==> src/rtl/mix_columns_iter.sv <==
// mix_columns_iter -- iterative AES MixColumns stage.
//
// Takes one 128-bit state from shift_rows over a valid/ready handshake,
// mixes COLS_PER_CYCLE columns per BUSY cycle (4/COLS_PER_CYCLE cycles per
// state) and holds the result on out until AddRoundKey takes it.
//
// Byte layout (in and out): column-major, byte 0 = [127:120],
// column c = [127-32c -: 32], top byte of a column = row 0.
//
// Ports:
//   clk        rising-edge clock
//   rst        synchronous active-high reset
//   in         state from shift_rows
//   in_valid   in holds a valid state
//   in_ready   block can accept a state this cycle (combinational)
//   inv        (MIX_COLUMNS_INV_EN only) 1 = InvMixColumns, latched at accept
//   out        mixed state, held until transferred
//   out_valid  out holds a completed state
//   out_ready  downstream accepts out this cycle
//
// Optional feature macro: MIX_COLUMNS_INV_EN adds the inv port and the
// InvMixColumns datapath. Without it the block is forward-only.

// One column through the (Inv)MixColumns matrix in GF(2^8), poly 0x11B.
module mix_columns_col (
   input  logic [31:0] col_i,
`ifdef MIX_COLUMNS_INV_EN
   input  logic        inv_i,
`endif
   output logic [31:0] col_o
);
   function automatic logic [7:0] xt(input logic [7:0] b);
      return {b[6:0], 1'b0} ^ (b[7] ? 8'h1b : 8'h00);
   endfunction

   logic [7:0] a  [4];
   logic [7:0] x2 [4];
   logic [7:0] x3 [4];
   logic [7:0] r  [4];

   always_comb begin
      for (int i = 0; i < 4; i++) begin
         a[i]  = col_i[31-8*i -: 8];
         x2[i] = xt(a[i]);
         x3[i] = x2[i] ^ a[i];
      end
      r[0] = x2[0] ^ x3[1] ^ a[2]  ^ a[3];
      r[1] = a[0]  ^ x2[1] ^ x3[2] ^ a[3];
      r[2] = a[0]  ^ a[1]  ^ x2[2] ^ x3[3];
      r[3] = x3[0] ^ a[1]  ^ a[2]  ^ x2[3];
   end

`ifdef MIX_COLUMNS_INV_EN
   // Inverse coefficients from chained xtime: 9=8+1, b=8+2+1, d=8+4+1, e=8+4+2.
   logic [7:0] x4 [4];
   logic [7:0] x8 [4];
   logic [7:0] m9 [4];
   logic [7:0] mb [4];
   logic [7:0] md [4];
   logic [7:0] me [4];
   logic [7:0] ri [4];

   always_comb begin
      for (int i = 0; i < 4; i++) begin
         x4[i] = xt(x2[i]);
         x8[i] = xt(x4[i]);
         m9[i] = x8[i] ^ a[i];
         mb[i] = x8[i] ^ x2[i] ^ a[i];
         md[i] = x8[i] ^ x4[i] ^ a[i];
         me[i] = x8[i] ^ x4[i] ^ x2[i];
      end
      ri[0] = me[0] ^ mb[1] ^ md[2] ^ m9[3];
      ri[1] = m9[0] ^ me[1] ^ mb[2] ^ md[3];
      ri[2] = md[0] ^ m9[1] ^ me[2] ^ mb[3];
      ri[3] = mb[0] ^ md[1] ^ m9[2] ^ me[3];
   end

   assign col_o = inv_i ? {ri[0], ri[1], ri[2], ri[3]} : {r[0], r[1], r[2], r[3]};
`else
   assign col_o = {r[0], r[1], r[2], r[3]};
`endif
endmodule

module mix_columns_iter #(
   parameter int COLS_PER_CYCLE = 1   // 1, 2 or 4
) (
   input  logic         clk,
   input  logic         rst,
   input  logic [127:0] in,
   input  logic         in_valid,
   output logic         in_ready,
`ifdef MIX_COLUMNS_INV_EN
   input  logic         inv,
`endif
   output logic [127:0] out,
   output logic         out_valid,
   input  logic         out_ready
);
   typedef enum logic [1:0] {IDLE, BUSY, DONE} state_t;

   state_t                             state_q;
   logic [1:0]                         col_q;
   logic [3:0][31:0]                   work_q, work_d;  // work_q[3] = column 0
   logic [127:0]                       out_q;
   logic                               out_valid_q;
   logic [COLS_PER_CYCLE-1:0][1:0]     lane_col;
   logic [COLS_PER_CYCLE-1:0][31:0]    lane_in, lane_out;
   logic                               last;
`ifdef MIX_COLUMNS_INV_EN
   logic                               inv_q;
`endif

   // Lane k works on column col_q+k; column c lives at work_q[3-c] = work_q[~c].
   always_comb begin
      for (int k = 0; k < COLS_PER_CYCLE; k++) begin
         lane_col[k] = col_q + 2'(k);
         lane_in[k]  = work_q[~lane_col[k]];
      end
   end

   always_comb begin
      work_d = work_q;
      for (int k = 0; k < COLS_PER_CYCLE; k++)
         work_d[~lane_col[k]] = lane_out[k];
   end

   for (genvar k = 0; k < COLS_PER_CYCLE; k++) begin : g_lane
      mix_columns_col u_col (
         .col_i (lane_in[k]),
`ifdef MIX_COLUMNS_INV_EN
         .inv_i (inv_q),
`endif
         .col_o (lane_out[k])
      );
   end

   // 3-bit sum so that col+COLS_PER_CYCLE == 4 is detected without wrap.
   assign last      = ({1'b0, col_q} + 3'(COLS_PER_CYCLE)) == 3'd4;
   assign in_ready  = (state_q == IDLE) | ((state_q == DONE) & out_ready);
   assign out       = out_q;
   assign out_valid = out_valid_q;

   always_ff @(posedge clk) begin
      if (rst) begin
         state_q     <= IDLE;
         col_q       <= 2'd0;
         work_q      <= '0;
         out_q       <= '0;
         out_valid_q <= 1'b0;
`ifdef MIX_COLUMNS_INV_EN
         inv_q       <= 1'b0;
`endif
      end else begin
         case (state_q)
            IDLE: begin
               if (in_valid) begin
                  work_q  <= in;
                  col_q   <= 2'd0;
`ifdef MIX_COLUMNS_INV_EN
                  inv_q   <= inv;
`endif
                  state_q <= BUSY;
               end
            end
            BUSY: begin
               work_q <= work_d;
               if (last) begin
                  out_q       <= work_d;
                  out_valid_q <= 1'b1;
                  state_q     <= DONE;
               end else begin
                  col_q <= col_q + 2'(COLS_PER_CYCLE);
               end
            end
            DONE: begin
               if (out_ready) begin
                  out_valid_q <= 1'b0;
                  if (in_valid) begin
                     // Old result leaves and the next state enters on one edge.
                     work_q  <= in;
                     col_q   <= 2'd0;
`ifdef MIX_COLUMNS_INV_EN
                     inv_q   <= inv;
`endif
                     state_q <= BUSY;
                  end else begin
                     state_q <= IDLE;
                  end
               end
            end
            default: state_q <= IDLE;
         endcase
      end
   end
endmodule

==> config.mk <==
export PLATFORM = sky130hd
export DESIGN_NAME = mix_columns_iter
export DESIGN_NICKNAME = d
export VERILOG_FILES = /design/src/rtl/mix_columns_iter.sv
export SDC_FILE = /design/constraint.sdc
export NUM_CORES = 1
export LEC_CHECK = 0
export ABC_AREA = 1
export BUFFER_PORTS_ARGS = -buffer_cell sky130_fd_sc_hd__buf_4
export CAP_MARGIN = 20
export CORE_ASPECT_RATIO = 1.25
export CORE_MARGIN = 5
export CORE_UTILIZATION = 54
export CTS_BUF_LIST = sky130_fd_sc_hd__clkbuf_8
export CTS_CLUSTER_DIAMETER = 150
export DETAILED_ROUTE_END_ITERATION = 10
export PLACE_DENSITY = 0.75
export REMOVE_ABC_BUFFERS = 1
export SLEW_MARGIN = 20
export SYNTH_ARGS = -nofsm -noshare
export SYNTH_HDL_FRONTEND = slang
export SYNTH_HIERARCHICAL = 1
export SYNTH_SLANG_ARGS = --single-unit
==> constraint.sdc <==
create_clock -name clk -period 4.9 [get_ports clk]
set_clock_uncertainty 0.05 [all_clocks]
set_input_delay 0.49 -clock clk [delete_from_list [all_inputs] [get_ports clk]]
set_output_delay 0.49 -clock clk [all_outputs]
set_load 0.1 [all_outputs]
==> impl_results.html, run 1 <==
<table>
<tr><th>Metric</th><th>Value</th></tr>
<tr><th colspan="2">Clock tree</th></tr>
<tr><td>Post-cts resize count</td><td>0</td></tr>
<tr><td>TritonCTS Buffers</td><td>44</td></tr>
<tr><td>Number of buffers added for setup after CTS</td><td>0</td></tr>
<tr><td>CTS Sinks</td><td>261</td></tr>
<tr><td>Clock tree buffer depth</td><td>3</td></tr>
<tr><td>Clock Pin Slew Worst Setup and Hold Paths</td><td>0.06 ns</td></tr>
<tr><td>Clock latency on the worst-skew pair</td><td>0.58 ns</td></tr>
<tr><td>TritonCTS clock tree</td><td>yes</td></tr>
<tr><td>Cell at the root of the clock tree</td><td>clkbuf_8</td></tr>
<tr><td>Post-cts hold buffer count</td><td>0</td></tr>
<tr><td>H-tree level count</td><td>2</td></tr>
<tr><th colspan="2">Finish</th></tr>
<tr><td>Final-stage net count</td><td>3004</td></tr>
<tr><td>Number of diodes</td><td>0</td></tr>
<tr><td>Fraction of final layout cells with drive strength greater than 1</td><td>13.2%</td></tr>
<tr><td>Layout overhead on the synthesized area</td><td>16.8%</td></tr>
<tr><th colspan="2">Setup path</th></tr>
<tr><td>Type of origin of the critical path</td><td>flop</td></tr>
<tr><td>Maximum net fanout on the critical path</td><td>between 40 and 50</td></tr>
<tr><td>Reg2Reg Launch Point</td><td>col_q[1]</td></tr>
<tr><td>WP data required</td><td>between 5 and 6 ns</td></tr>
<tr><td>Endpoint of the lowest-slack register-to-register path</td><td>out[109]</td></tr>
<tr><td>R2R depth</td><td>15</td></tr>
<tr><td>Critical path type</td><td>reg2reg</td></tr>
<tr><td>Worst endpoint data arrival time</td><td>4.24 ns</td></tr>
<tr><td>Flop-to-flop setup slack</td><td>1.13 ns</td></tr>
<tr><td>Endpoint class of the critical path</td><td>flop</td></tr>
<tr><th colspan="2">Route</th></tr>
<tr><td>Post-detailed-route via-to-cell ratio</td><td>5.24</td></tr>
<tr><td>Average routed wire per standard cell</td><td>15.1 um</td></tr>
<tr><td>Vias after detailed routing</td><td>~17000</td></tr>
<tr><td>Iteration count of the initial detailed-routing pass</td><td>6</td></tr>
<tr><td>DRC violations left</td><td>0</td></tr>
<tr><td>Count of nets left with antenna violations after detail routing</td><td>0</td></tr>
<tr><td>Initial drt markers</td><td>about 1400</td></tr>
<tr><td>Post-detailed-routing wire length</td><td>between 40000 and 50000 um</td></tr>
<tr><th colspan="2">Placed design</th></tr>
<tr><td>DPL Wire Length</td><td>approximately 33000 um</td></tr>
<tr><td>Buffers on Ports</td><td>261</td></tr>
<tr><td>Placer's final routability congestion estimate</td><td>0.847</td></tr>
<tr><th colspan="2">Die</th></tr>
<tr><td>Num rows</td><td>70</td></tr>
<tr><td>Core ar.</td><td>0.0291 sq mm</td></tr>
<tr><td>Ports</td><td>262</td></tr>
<tr><td>Horizontal extent of the die</td><td>163 um</td></tr>
<tr><td>Starting Density</td><td>54.3%</td></tr>
<tr><td>Total die area</td><td>0.0328 sq mm</td></tr>
<tr><td>Die height</td><td>201 um</td></tr>
<tr><th colspan="2">Synth</th></tr>
<tr><td>Synthesized area</td><td>0.0158 sq mm</td></tr>
<tr><td>Warnings, synthesis</td><td>6</td></tr>
<tr><td>Top post-synthesis cells by area</td><td>dfxtp_1, nand2_1, nor2_1</td></tr>
<tr><td>Proportion of synthesized chip area in sequential cells</td><td>33.1%</td></tr>
<tr><td>Post-synth top area share</td><td>around 33%</td></tr>
<tr><td>Post-synthesis sequential element count</td><td>approximately 260</td></tr>
<tr><td>Mean Syn Cell Area</td><td>5.80 sq um</td></tr>
<tr><td>Library cells used by synthesis</td><td>28</td></tr>
<tr><td>Synthesized instance count</td><td>2723</td></tr>
<tr><td>Library cell occupying the most area in the post-synthesis netlist</td><td>dfxtp_1</td></tr>
<tr><th colspan="2">Global route</th></tr>
<tr><td>Global-route wire length before repair</td><td>80900 um</td></tr>
<tr><td>GRT met1 Usage</td><td>38.0%</td></tr>
<tr><td>Number of antenna violations at the first check in global routing</td><td>0</td></tr>
<tr><td>Routing usage on met2</td><td>between 50% and 60%</td></tr>
<tr><td>Global-route usage over all layers</td><td>approximately 30%</td></tr>
<tr><td>GR Layer Usage met3</td><td>around 4%</td></tr>
<tr><td>Via count of the first global-routing pass</td><td>16300</td></tr>
<tr><td>Total grt overflow</td><td>0</td></tr>
<tr><td>Pin count of the biggest net entering global routing</td><td>151</td></tr>
<tr><td>Highest-utilization routing layer at the global route stage</td><td>met2</td></tr>
<tr><th colspan="2">Pwr</th></tr>
<tr><td>Net switching share of the total power</td><td>between 30% and 40%</td></tr>
<tr><td>Fraction of power consumed by combinational cells</td><td>around a third</td></tr>
<tr><td>Sequential share of power</td><td>35.2%</td></tr>
<tr><td>Net switching power figure</td><td>2.62 mW</td></tr>
<tr><td>Internal power summed over all cells</td><td>4.02 mW</td></tr>
<tr><td>Proportion of power drawn by the clock network</td><td>29.5%</td></tr>
<tr><td>Leakage power</td><td>9.11 nW</td></tr>
<tr><td>Largest vdd supply drop</td><td>0.000210 V</td></tr>
<tr><td>Total Power</td><td>6.64 mW</td></tr>
<tr><td>Power per cell area</td><td>360 mW/mm^2</td></tr>
<tr><th colspan="2">Timing</th></tr>
<tr><td>Final Setup Violations</td><td>0</td></tr>
<tr><td>Measured slew at the worst slew-check pin</td><td>roughly 1.2 ns</td></tr>
<tr><td>Setup TNS after final layout</td><td>0 ns</td></tr>
<tr><td>Min Clock Period, post-route</td><td>3.77 ns</td></tr>
<tr><td>Final number of hold-violating endpoints</td><td>0</td></tr>
<tr><td>Setup repair after global routing missed its margin</td><td>false</td></tr>
<tr><td>FMAX</td><td>265 MHz</td></tr>
<tr><td>Total count of max-transition violations in the final report</td><td>0</td></tr>
<tr><td>Max-slew headroom</td><td>22.7%</td></tr>
<tr><td>Final Cycle Share</td><td>77.0%</td></tr>
<tr><th colspan="2">Hold path</th></tr>
<tr><td>Worst Hold End</td><td>work_q[26]</td></tr>
<tr><td>Hold depth</td><td>5</td></tr>
<tr><td>Hold Crit Class</td><td>in2reg</td></tr>
<tr><td>Beginning of the worst hold path</td><td>in[26]</td></tr>
<tr><th colspan="2">Flow run</th></tr>
<tr><td>Number of maximum-capacitance constraint violations</td><td>0</td></tr>
<tr><th colspan="2">Run status</th></tr>
<tr><td>Outcome</td><td>complete, no violations</td></tr>
</table>
==> placed cells by master, fill, tap and decap left out <==
cell / instances
xor2_4: 1
clkinv_1: 1
xnor2_1: 11
clkinv_2: 8
buf_4: 288
inv_4: 2
a21oi_2: 1
dfxtp_2: 1
inv_1: 216
ha_2: 4
nand3b_1: 2
nand2_2: 5
nand2_1: 982
nand3_1: 160
nand3_4: 1
nand3_2: 1
nand4_1: 2
clkinvlp_4: 2
inv_6: 2
nand2_8: 1
dfxtp_1: 260
bufinv_16: 3
clkbuf_8: 47
o21ai_0: 256
xor2_2: 2
ha_1: 1
buf_12: 1
a21oi_1: 167
inv_2: 8
xor2_1: 29
xnor2_4: 1
nand2_4: 4
nor2_1: 425
==> worst max-delay path: stages, from the launching register on <==
cell     delay, ns
dfxtp_1       0.35
inv_2         0.72
buf_4         0.37
a21oi_1       0.06
a21oi_1       0.61
inv_1         0.24
nand2_1       0.14
nand3_1       0.07
nand2_1       0.11
xor2_1        0.38
inv_1         0.14
nand2_1       0.08
o21ai_0       0.10
nand2_1       0.07
o21ai_0       0.08
nor2_1        0.12
==> layer usage <==
metal	share of wire (%)	routed length, um
met3	6.5	3220
met1	42	21100
met5	0	0
met2	49	24100
met4	2.5	1260
==> registers in the layout (all words and copies together), names as in the netlist <==
signal / count
col_q: 2
out: 128
out_valid: 1
state_q: 2
work_q: 128
==> cell families (layout without fill, tap and decap cells) <==
family	Yosys count	count (layout)	synth area share, %
and+or+nand+nor	1583	1583	39.3
xor gates and xnor gates	44	44	2.77
adders and majority gates	5	5	0.396
AOI/OAI and AO/OA	424	424	13.4
DFF	261	261	33.1
buffers and inverters	406	578	11.0
==> power by group through the flow <==
stage                     logic (mW)  clock network (mW)  registers, mW
final                           2.34                1.96           2.34
after global routing            2.66                2.08           2.35
after CTS                       2.33                1.99           2.33
after detailed placement        2.31                   0           2.38
after global placement          2.28                   0           2.38
after floorplan                 1.66                   0           2.38
==> cell usage after synthesis (all sizes together) <==
cell and count:
nor2 425, nand3b 2, nand3 162, o21ai 256, xor2 32, buf 119, xnor2 12, nand2 992
a21oi 168, clkinv 1, nand4 2, ha 5, clkbuf 72, dfxtp 261, inv 214
==> layout make-up <==
type                       count  area, sq um
fill                        2890        10600
multi-input combinational   2056         8870
sequential                   261         5230
timing repair buffer         289         2180
inverter                     215          823
clock buffer                  47          647
tap                          396          495
clock inverter                27          196
==> worst max path at each step <==
stage                           from    endpoint  slack [ns]  cells past startpoint
after floorplan           state_q[1]   work_q[0]       -2.11                      7
after global placement      col_q[1]     out[45]        1.25                     15
after detailed placement    col_q[1]    out[109]        1.22                     15
after CTS                   col_q[1]  work_q[45]        1.20                     15
after global routing        col_q[1]  work_q[34]        0.80                     16
final                       col_q[1]    out[109]        1.13                     15
==> stage by stage <==
stage	worst slack [ns]	hold slack (ns)	cell area, sq um	utilization, %	instances
floorplan	-2.11	0.434	14900	-	2532
global placement	1.25	0.400	17600	60.5	3217
detailed placement	1.22	0.407	17600	60.5	3217
CTS	1.20	0.155	18400	63.4	3291
global route	0.795	0.190	18400	63.4	3291
finish	1.13	0.179	18400	63.4	3291
Note: power is estimated with default switching activity, not from simulation.
==> inputs of run 2 (changes only) <==
--- a/config.mk
+++ b/config.mk
@@ -10,11 +10,11 @@
 export CAP_MARGIN = 20
 export CORE_ASPECT_RATIO = 1.25
 export CORE_MARGIN = 5
-export CORE_UTILIZATION = 54
+export CORE_UTILIZATION = 53
 export CTS_BUF_LIST = sky130_fd_sc_hd__clkbuf_8
 export CTS_CLUSTER_DIAMETER = 150
 export DETAILED_ROUTE_END_ITERATION = 10
-export PLACE_DENSITY = 0.75
+export PLACE_DENSITY = 0.77
 export REMOVE_ABC_BUFFERS = 1
 export SLEW_MARGIN = 20
 export SYNTH_ARGS = -nofsm -noshare
==> constraint.sdc (replaced) <==
create_clock -name clk -period 3.3 [get_ports clk]
set_clock_uncertainty 0.05 [all_clocks]
set_input_delay 0.33 -clock clk [delete_from_list [all_inputs] [get_ports clk]]
set_output_delay 0.33 -clock clk [all_outputs]
set_load 0.1 [all_outputs]
==> impl_results.html, run 2 (synthesized netlist as in run 1, its figures left out) <==
<table>
<tr><th>Metric</th><th>Value</th></tr>
<tr><th colspan="2">Run status</th></tr>
<tr><td>Outcome</td><td>complete, no violations</td></tr>
<tr><th colspan="2">Route</th></tr>
<tr><td>Vias after detailed routing</td><td>17200</td></tr>
<tr><td>Initial drt markers</td><td>between 1000 and 1500</td></tr>
<tr><td>DRC violations left</td><td>0</td></tr>
<tr><td>Post-detailed-routing wire length</td><td>49200 um</td></tr>
<tr><td>Average routed wire per standard cell</td><td>14.8 um</td></tr>
<tr><td>Count of nets left with antenna violations after detail routing</td><td>0</td></tr>
<tr><td>Post-detailed-route via-to-cell ratio</td><td>5.17</td></tr>
<tr><td>Iteration count of the initial detailed-routing pass</td><td>7</td></tr>
<tr><th colspan="2">Clock tree</th></tr>
<tr><td>H-tree level count</td><td>2</td></tr>
<tr><td>CTS Sinks</td><td>approximately 260</td></tr>
<tr><td>Number of buffers added for setup after CTS</td><td>0</td></tr>
<tr><td>Clock Pin Slew Worst Setup and Hold Paths</td><td>~0.070 ns</td></tr>
<tr><td>Clock tree buffer depth</td><td>3</td></tr>
<tr><td>Clock latency on the worst-skew pair</td><td>0.58 ns</td></tr>
<tr><td>TritonCTS Buffers</td><td>44</td></tr>
<tr><td>Cell at the root of the clock tree</td><td>clkbuf_8</td></tr>
<tr><td>TritonCTS clock tree</td><td>yes</td></tr>
<tr><th colspan="2">Timing</th></tr>
<tr><td>Max-slew headroom</td><td>43.2%</td></tr>
<tr><td>Min Clock Period, post-route</td><td>2.94 ns</td></tr>
<tr><td>Setup repair after global routing missed its margin</td><td>false</td></tr>
<tr><td>FMAX</td><td>341 MHz</td></tr>
<tr><td>Total count of max-transition violations in the final report</td><td>0</td></tr>
<tr><td>Setup TNS after final layout</td><td>0 ns</td></tr>
<tr><td>Final Setup Violations</td><td>0</td></tr>
<tr><td>Final number of hold-violating endpoints</td><td>0</td></tr>
<tr><td>Measured slew at the worst slew-check pin</td><td>roughly 0.85 ns</td></tr>
<tr><td>Final Cycle Share</td><td>89.0%</td></tr>
<tr><th colspan="2">Pwr</th></tr>
<tr><td>Leakage power</td><td>9.33 nW</td></tr>
<tr><td>Largest vdd supply drop</td><td>0.000293 V</td></tr>
<tr><td>Total Power</td><td>~10 mW</td></tr>
<tr><td>Power per cell area</td><td>approximately 530 mW/mm^2</td></tr>
<tr><th colspan="2">Placed design</th></tr>
<tr><td>Placer's final routability congestion estimate</td><td>0.894</td></tr>
<tr><td>DPL Wire Length</td><td>around 33000 um</td></tr>
<tr><td>Buffers on Ports</td><td>~260</td></tr>
<tr><th colspan="2">Hold path</th></tr>
<tr><td>Hold Crit Class</td><td>in2reg</td></tr>
<tr><td>Beginning of the worst hold path</td><td>out_ready</td></tr>
<tr><th colspan="2">Setup path</th></tr>
<tr><td>Maximum net fanout on the critical path</td><td>36</td></tr>
<tr><td>WP data required</td><td>3.72 ns</td></tr>
<tr><td>Worst endpoint data arrival time</td><td>3.35 ns</td></tr>
<tr><td>Standard cell with the maximum stage delay on the critical path</td><td>a21oi_2</td></tr>
<tr><td>Critical path buffers and inverters</td><td>2</td></tr>
<tr><td>Critical path type</td><td>reg2reg</td></tr>
<tr><td>Most Frequent Cell on Critical Path</td><td>nand2_1</td></tr>
<tr><td>Highest cell delay on the worst timing path</td><td>0.52 ns</td></tr>
<tr><td>Endpoint class of the critical path</td><td>flop</td></tr>
<tr><td>Startpoint of the worst setup timing path</td><td>col_q[0]</td></tr>
<tr><td>Cell breakdown of the critical path</td><td>buf_4, a21oi_1, a21oi_2, buf_4, xnor2_4, nand2_1, nand3_1, nand2_1, nand2_1, o21ai_0, a21oi_1, nor2_1</td></tr>
<tr><td>Dominant delay contributor by cell family on the critical path</td><td>compound AO/OA/AOI/OAI gates</td></tr>
<tr><td>Reg2Reg Launch Point</td><td>col_q[0]</td></tr>
<tr><td>Type of origin of the critical path</td><td>flop</td></tr>
<tr><th colspan="2">Flow run</th></tr>
<tr><td>Number of maximum-capacitance constraint violations</td><td>0</td></tr>
<tr><th colspan="2">Finish</th></tr>
<tr><td>Layout overhead on the synthesized area</td><td>19.6%</td></tr>
<tr><td>Number of diodes</td><td>0</td></tr>
<tr><td>Most frequent standard cell in the layout excluding fill and tap cells</td><td>nand2_1</td></tr>
<tr><td>Fraction of final layout cells with drive strength greater than 1</td><td>14.1%</td></tr>
<tr><td>Final-stage net count</td><td>3033</td></tr>
<tr><td>Commonest cells after routing, fill and taps aside</td><td>nand2_1, nor2_1, buf_4</td></tr>
<tr><th colspan="2">Global route</th></tr>
<tr><td>Via count of the first global-routing pass</td><td>16600</td></tr>
<tr><td>Total grt overflow</td><td>0</td></tr>
<tr><td>Pin count of the biggest net entering global routing</td><td>87</td></tr>
<tr><td>Global-route usage over all layers</td><td>~29%</td></tr>
<tr><td>Number of antenna violations at the first check in global routing</td><td>0</td></tr>
<tr><td>Global-route wire length before repair</td><td>79900 um</td></tr>
<tr><th colspan="2">Die</th></tr>
<tr><td>Core ar.</td><td>0.0293 sq mm</td></tr>
<tr><td>Num rows</td><td>70</td></tr>
<tr><td>Starting Density</td><td>53.8%</td></tr>
<tr><td>Ports</td><td>262</td></tr>
<tr><td>Horizontal extent of the die</td><td>164 um</td></tr>
<tr><td>Die height</td><td>203 um</td></tr>
<tr><td>Total die area</td><td>~0.033 sq mm</td></tr>
</table>
[run 2: changes by cell type in the layout (fill, tap and decap cells not counted), sizes merged]
cell         previous run  this run
buf                   289       314
clkbuf                 47        54
dlygate4sd3             0         4
bufinv                  3         2
[run 2: per-stage QoR]
step / setup slack [ns] / cell area [sq um] / hold slack, ns / util, % / std cells
finish: 0.364 / 18900 / 0.0197 / 64.3 / 3326
global route: 0.0317 / 18900 / 0.0199 / 64.3 / 3326
CTS: 0.409 / 18900 / 0.00179 / 64.3 / 3326
detailed placement: 0.410 / 17900 / 0.408 / 61.1 / 3242
global placement: 0.443 / 17900 / 0.401 / 61.1 / 3242
floorplan: -3.71 / 14900 / 0.349 / - / 2532
[run 2: power by group]
part           leakage [nW]  internal, mW  switching [mW]
logic                  6.67          1.16            2.40
registers              2.14          3.35           0.126
clock network         0.524          1.64            1.35
total                  9.33          6.14            3.88
[run 2: final timing paths]
| check | end | slack [ns] | cells past startpoint |
|---|---|---|---|
| max | work_q[95] | 0.36 | 12 |
| min | out_valid | 0.02 | 4 |
| max reg2reg | work_q[95] | 0.36 | 12 |
| min reg2reg | out[97] | 0.41 | 2 |
[run 2: routing by layer]
metal | GRT usage, % | routed length (um) | vias to the layer above
li1 | - | - | 8781
met1 | 35.6 | 20700 | 7727
met2 | 50.0 | 24000 | 573
met3 | 3.68 | 2700 | 120
met4 | 11.7 | 1720 | 0
met5 | 0 | 0 | -
[run 2: timing repair]
item	in CTS	in global routing
hold endpoints to repair	4	0
hold buffers	4	0
gates resized for setup	0	0
[run 2: worst register-to-register path: cells and delay by family, from the launching register on]
family / cells / cell delay, ns
AO/OA/AOI/OAI: 4 / 1.12
buffers and inverters: 2 / 0.74
XOR/XNOR: 1 / 0.14
flip-flops: 1 / 0.34
AND/OR/NAND/NOR: 5 / 0.45
[run 2: final cells by class]
| class | instances | area [sq um] |
|---|---|---|
| Tap cell | 396 | 495 |
| Clock inverter | 26 | 166 |
| Inverter | 215 | 823 |
| Multi-Input combinational cell | 2056 | 8870 |
| Clock buffer | 54 | 743 |
| Fill cell | 2791 | 10500 |
| Sequential cell | 261 | 5230 |
| Timing Repair Buffer | 318 | 2550 |
==> inputs of run 3 (changes only) <==
--- a/config.mk
+++ b/config.mk
@@ -5,12 +5,11 @@
 export SDC_FILE = /design/constraint.sdc
 export NUM_CORES = 1
 export LEC_CHECK = 0
-export ABC_AREA = 1
 export BUFFER_PORTS_ARGS = -buffer_cell sky130_fd_sc_hd__buf_4
 export CAP_MARGIN = 20
 export CORE_ASPECT_RATIO = 1.25
 export CORE_MARGIN = 5
-export CORE_UTILIZATION = 53
+export CORE_UTILIZATION = 52
 export CTS_BUF_LIST = sky130_fd_sc_hd__clkbuf_8
 export CTS_CLUSTER_DIAMETER = 150
 export DETAILED_ROUTE_END_ITERATION = 10
==> impl_results.html, run 3 <==
<table>
<tr><th>Metric</th><th>Value</th></tr>
<tr><th colspan="2">Die</th></tr>
<tr><td>Ports</td><td>262</td></tr>
<tr><td>Num rows</td><td>66</td></tr>
<tr><td>Horizontal extent of the die</td><td>155 um</td></tr>
<tr><td>Total die area</td><td>~0.03 sq mm</td></tr>
<tr><td>Starting Density</td><td>52.6%</td></tr>
<tr><td>Die height</td><td>approximately 190 um</td></tr>
<tr><td>Core ar.</td><td>0.0259 sq mm</td></tr>
<tr><th colspan="2">Timing</th></tr>
<tr><td>Final Cycle Share</td><td>~90%</td></tr>
<tr><td>Setup repair after global routing missed its margin</td><td>false</td></tr>
<tr><td>Setup slack of the critical path after layout</td><td>0.263 ns</td></tr>
<tr><td>Min Clock Period, post-route</td><td>a little over 3 ns</td></tr>
<tr><td>FMAX</td><td>roughly 330 MHz</td></tr>
<tr><td>Final number of hold-violating endpoints</td><td>0</td></tr>
<tr><td>Max-slew headroom</td><td>48.5%</td></tr>
<tr><td>Measured slew at the worst slew-check pin</td><td>0.773 ns</td></tr>
<tr><td>Total count of max-transition violations in the final report</td><td>0</td></tr>
<tr><td>Final Setup Violations</td><td>0</td></tr>
<tr><th colspan="2">Synth</th></tr>
<tr><td>Main combinational cell family by area after synthesis</td><td>compound AO/OA/AOI/OAI gates</td></tr>
<tr><td>Dominant cell by count in the synthesized netlist</td><td>nor2_1</td></tr>
<tr><td>Synth Area in Adders</td><td>less than 1%</td></tr>
<tr><td>Synthesized area</td><td>~0.014 sq mm</td></tr>
<tr><td>Top_reg_cell synth</td><td>dfxtp_1</td></tr>
<tr><td>Library cell occupying the most area in the post-synthesis netlist</td><td>dfxtp_1</td></tr>
<tr><td>Library cells used by synthesis</td><td>28</td></tr>
<tr><td>Synthesized instance count</td><td>about 1300</td></tr>
<tr><td>Top post-synthesis cells by area</td><td>dfxtp_1, mux2i_1, a211oi_2</td></tr>
<tr><td>Top cells by count, synth</td><td>nor2_1, dfxtp_1, a21oi_1, mux2i_1, o2bb2ai_1</td></tr>
<tr><td>Post-synthesis share of cell area spent on xor and xnor gates</td><td>9.43%</td></tr>
<tr><td>Post-synthesis mux area share</td><td>14.7%</td></tr>
<tr><td>Proportion of synthesized chip area in sequential cells</td><td>38.3%</td></tr>
<tr><td>Fraction of the mapped netlist area in simple logic gates</td><td>7.88%</td></tr>
<tr><td>Mean Syn Cell Area</td><td>10.5 sq um</td></tr>
<tr><td>Share of the synthesized area in compound gates (AO/OA/AOI/OAI)</td><td>24.0%</td></tr>
<tr><td>Share of synthesized flip-flops with an asynchronous set or reset</td><td>0%</td></tr>
<tr><td>Warnings, synthesis</td><td>6</td></tr>
<tr><td>Number of synthesized flops with an enable pin</td><td>0</td></tr>
<tr><td>Post-synth top area share</td><td>a little under two fifths</td></tr>
<tr><td>Post-synthesis sequential element count</td><td>261</td></tr>
<tr><th colspan="2">Pwr</th></tr>
<tr><td>Net switching share of the total power</td><td>34.0%</td></tr>
<tr><td>Leakage power</td><td>6.65 nW</td></tr>
<tr><td>Net switching power figure</td><td>about 3.2 mW</td></tr>
<tr><td>Fraction of power consumed by combinational cells</td><td>35.3%</td></tr>
<tr><td>Proportion of power drawn by the clock network</td><td>27.5%</td></tr>
<tr><td>Power per cell area</td><td>545 mW/mm^2</td></tr>
<tr><td>Total Power</td><td>9.38 mW</td></tr>
<tr><td>Internal power summed over all cells</td><td>6.19 mW</td></tr>
<tr><td>Sequential share of power</td><td>37.2%</td></tr>
<tr><td>Largest vdd supply drop</td><td>0.000271 V</td></tr>
<tr><th colspan="2">Clock tree</th></tr>
<tr><td>TritonCTS Buffers</td><td>42</td></tr>
<tr><td>Clock Pin Slew Worst Setup and Hold Paths</td><td>0.06 ns</td></tr>
<tr><td>Cell at the root of the clock tree</td><td>clkbuf_8</td></tr>
<tr><td>Clock tree buffer depth</td><td>3</td></tr>
<tr><td>CTS Sinks</td><td>261</td></tr>
<tr><td>Clock latency on the worst-skew pair</td><td>0.55 ns</td></tr>
<tr><td>H-tree level count</td><td>2</td></tr>
<tr><td>TritonCTS clock tree</td><td>yes</td></tr>
<tr><th colspan="2">Setup path</th></tr>
<tr><td>Dominant delay contributor by cell family on the critical path</td><td>multiplexers</td></tr>
<tr><td>Endpoint class of the critical path</td><td>flop</td></tr>
<tr><td>Critical path buffers and inverters</td><td>2</td></tr>
<tr><td>Highest cell delay on the worst timing path</td><td>0.59 ns</td></tr>
<tr><td>Critical path type</td><td>reg2reg</td></tr>
<tr><td>Maximum net fanout on the critical path</td><td>13</td></tr>
<tr><td>Cell breakdown of the critical path</td><td>buf_16, mux4_2, xnor2_1, buf_4, xor3_1, mux2i_1, nor2_1, a21oi_1, o2bb2ai_1</td></tr>
<tr><td>Type of origin of the critical path</td><td>flop</td></tr>
<tr><td>WP data required</td><td>3.64 ns</td></tr>
<tr><td>Worst endpoint data arrival time</td><td>3.38 ns</td></tr>
<tr><td>Standard cell with the maximum stage delay on the critical path</td><td>mux4_2</td></tr>
<tr><th colspan="2">Global route</th></tr>
<tr><td>Global-route wire length before repair</td><td>60600 um</td></tr>
<tr><td>Via count of the first global-routing pass</td><td>11200</td></tr>
<tr><td>Total grt overflow</td><td>0</td></tr>
<tr><td>Pin count of the biggest net entering global routing</td><td>168</td></tr>
<tr><td>Number of antenna violations at the first check in global routing</td><td>1</td></tr>
<tr><td>Global-route usage over all layers</td><td>25.2%</td></tr>
<tr><th colspan="2">Hold path</th></tr>
<tr><td>Hold Crit Class</td><td>in2reg</td></tr>
<tr><th colspan="2">Route</th></tr>
<tr><td>Initial drt markers</td><td>646</td></tr>
<tr><td>Vias after detailed routing</td><td>11100</td></tr>
<tr><td>Average routed wire per standard cell</td><td>19.8 um</td></tr>
<tr><td>Iteration count of the initial detailed-routing pass</td><td>5</td></tr>
<tr><td>Post-detailed-route via-to-cell ratio</td><td>5.72</td></tr>
<tr><td>DRC violations left</td><td>0</td></tr>
<tr><td>Count of nets left with antenna violations after detail routing</td><td>0</td></tr>
<tr><td>Post-detailed-routing wire length</td><td>38500 um</td></tr>
<tr><th colspan="2">Flow run</th></tr>
<tr><td>Number of maximum-capacitance constraint violations</td><td>0</td></tr>
<tr><th colspan="2">Finish</th></tr>
<tr><td>Final-stage net count</td><td>between 1500 and 2000</td></tr>
<tr><td>Most frequent standard cell in the layout excluding fill and tap cells</td><td>buf_4</td></tr>
<tr><td>Commonest cells after routing, fill and taps aside</td><td>buf_4, nor2_1, dfxtp_1</td></tr>
<tr><td>Layout overhead on the synthesized area</td><td>26.2%</td></tr>
<tr><td>Fraction of final layout cells with drive strength greater than 1</td><td>between 30% and 40%</td></tr>
<tr><th colspan="2">Run status</th></tr>
<tr><td>Outcome</td><td>complete, no violations</td></tr>
<tr><th colspan="2">Placed design</th></tr>
<tr><td>Placer's final routability congestion estimate</td><td>0.796</td></tr>
<tr><td>DPL Wire Length</td><td>25200 um</td></tr>
<tr><td>Worst slack after detailed placement</td><td>0.142 ns</td></tr>
<tr><td>Buffers on Ports</td><td>261</td></tr>
</table>
-- run 3: cell types whose count changed after synthesis, moves of 160 or more --
cell	before	now
inv_1	203	4
nand2_1	983	2
nand3_1	161	0
nor2_1	425	265
o21ai_0	256	0
-- run 3: cells by family after synthesis --
kind of cell	count (synthesis)
AND/OR/NAND/NOR	276
flip-flops	261
adder cells (fa/ha/maj)	5
multiplexers	160
buffers and inverters	133
AO/OA/AOI/OAI	392
XOR/XNOR	74
-- run 3: what timing repair did --
| item | in CTS | in global routing |
|---|---|---|
| setup buffers | 0 | 1 |
| resized for setup | 0 | 0 |
| endpoints found under the setup margin | 0 | 4 |
| hold buffers | 70 | 0 |
| hold endpoints to repair | 78 | 0 |
-- run 3: area by class of cell --
| type | count | area, sq um |
|---|---|---|
| Antenna cell | 1 | 2.50 |
| Clock buffer | 49 | 674 |
| Clock inverter | 23 | 88.8 |
| Fill cell | 1992 | 8720 |
| Inverter | 4 | 15.0 |
| Multi-Input combinational cell | 907 | 7720 |
| Sequential cell | 261 | 5230 |
| Tap cell | 340 | 425 |
| Timing Repair Buffer | 363 | 3050 |
-- run 3: final timing paths --
check        startpoint           to  slack [ns]  cells past startpoint
min             in[102]  work_q[102]        0.02                      3
min reg2reg  work_q[60]   work_q[60]        0.43                      1
max reg2reg    col_q[0]   work_q[45]        0.26                      9
max            col_q[0]   work_q[45]        0.26                      9
-- run 3: tightest hold or removal path, stage by stage --
cell       delay [ns]
buf_4            0.08
a21oi_1          0.05
o2bb2ai_1        0.11
-- run 3: layer usage --
layer | track usage [%] | vias to the layer above | wire length (um) | share of wire [%]
li1 | - | 5321 | - | -
met1 | 32.6 | 5404 | 16300 | 42
met2 | 43.1 | 326 | 19100 | 49
met3 | 3.37 | 88 | 1840 | 4.8
met4 | 9.41 | 0 | 1320 | 3.4
met5 | 0 | - | 0 | 0
-- run 3: stage by stage --
step | hold WS (ns) | instances | util, % | setup TNS, ns | cell area (sq um)
detailed placement | 0.417 | 1804 | 60.6 | 0 | 15700
global placement | 0.411 | 1804 | 60.6 | 0 | 15700
global route | 0.00719 | 1948 | 66.4 | 0 | 17200
CTS | 0.000349 | 1946 | 66.3 | 0 | 17200
floorplan | 0.345 | 1172 | - | -1030.58 | 12900
finish | 0.0160 | 1948 | 66.4 | 0 | 17200
-- run 3: power by group through the flow --
stage | Sequential (mW) | Combinational (mW) | Clock [mW]
6_report | 3.49 | 3.31 | 2.58
5_1_grt | 3.51 | 3.57 | 2.79
3_3_place_gp | 3.55 | 3.17 | 0
3_5_place_dp | 3.55 | 3.21 | 0
4_1_cts | 3.49 | 3.29 | 2.64
2_1_floorplan | 3.55 | 2.34 | 0
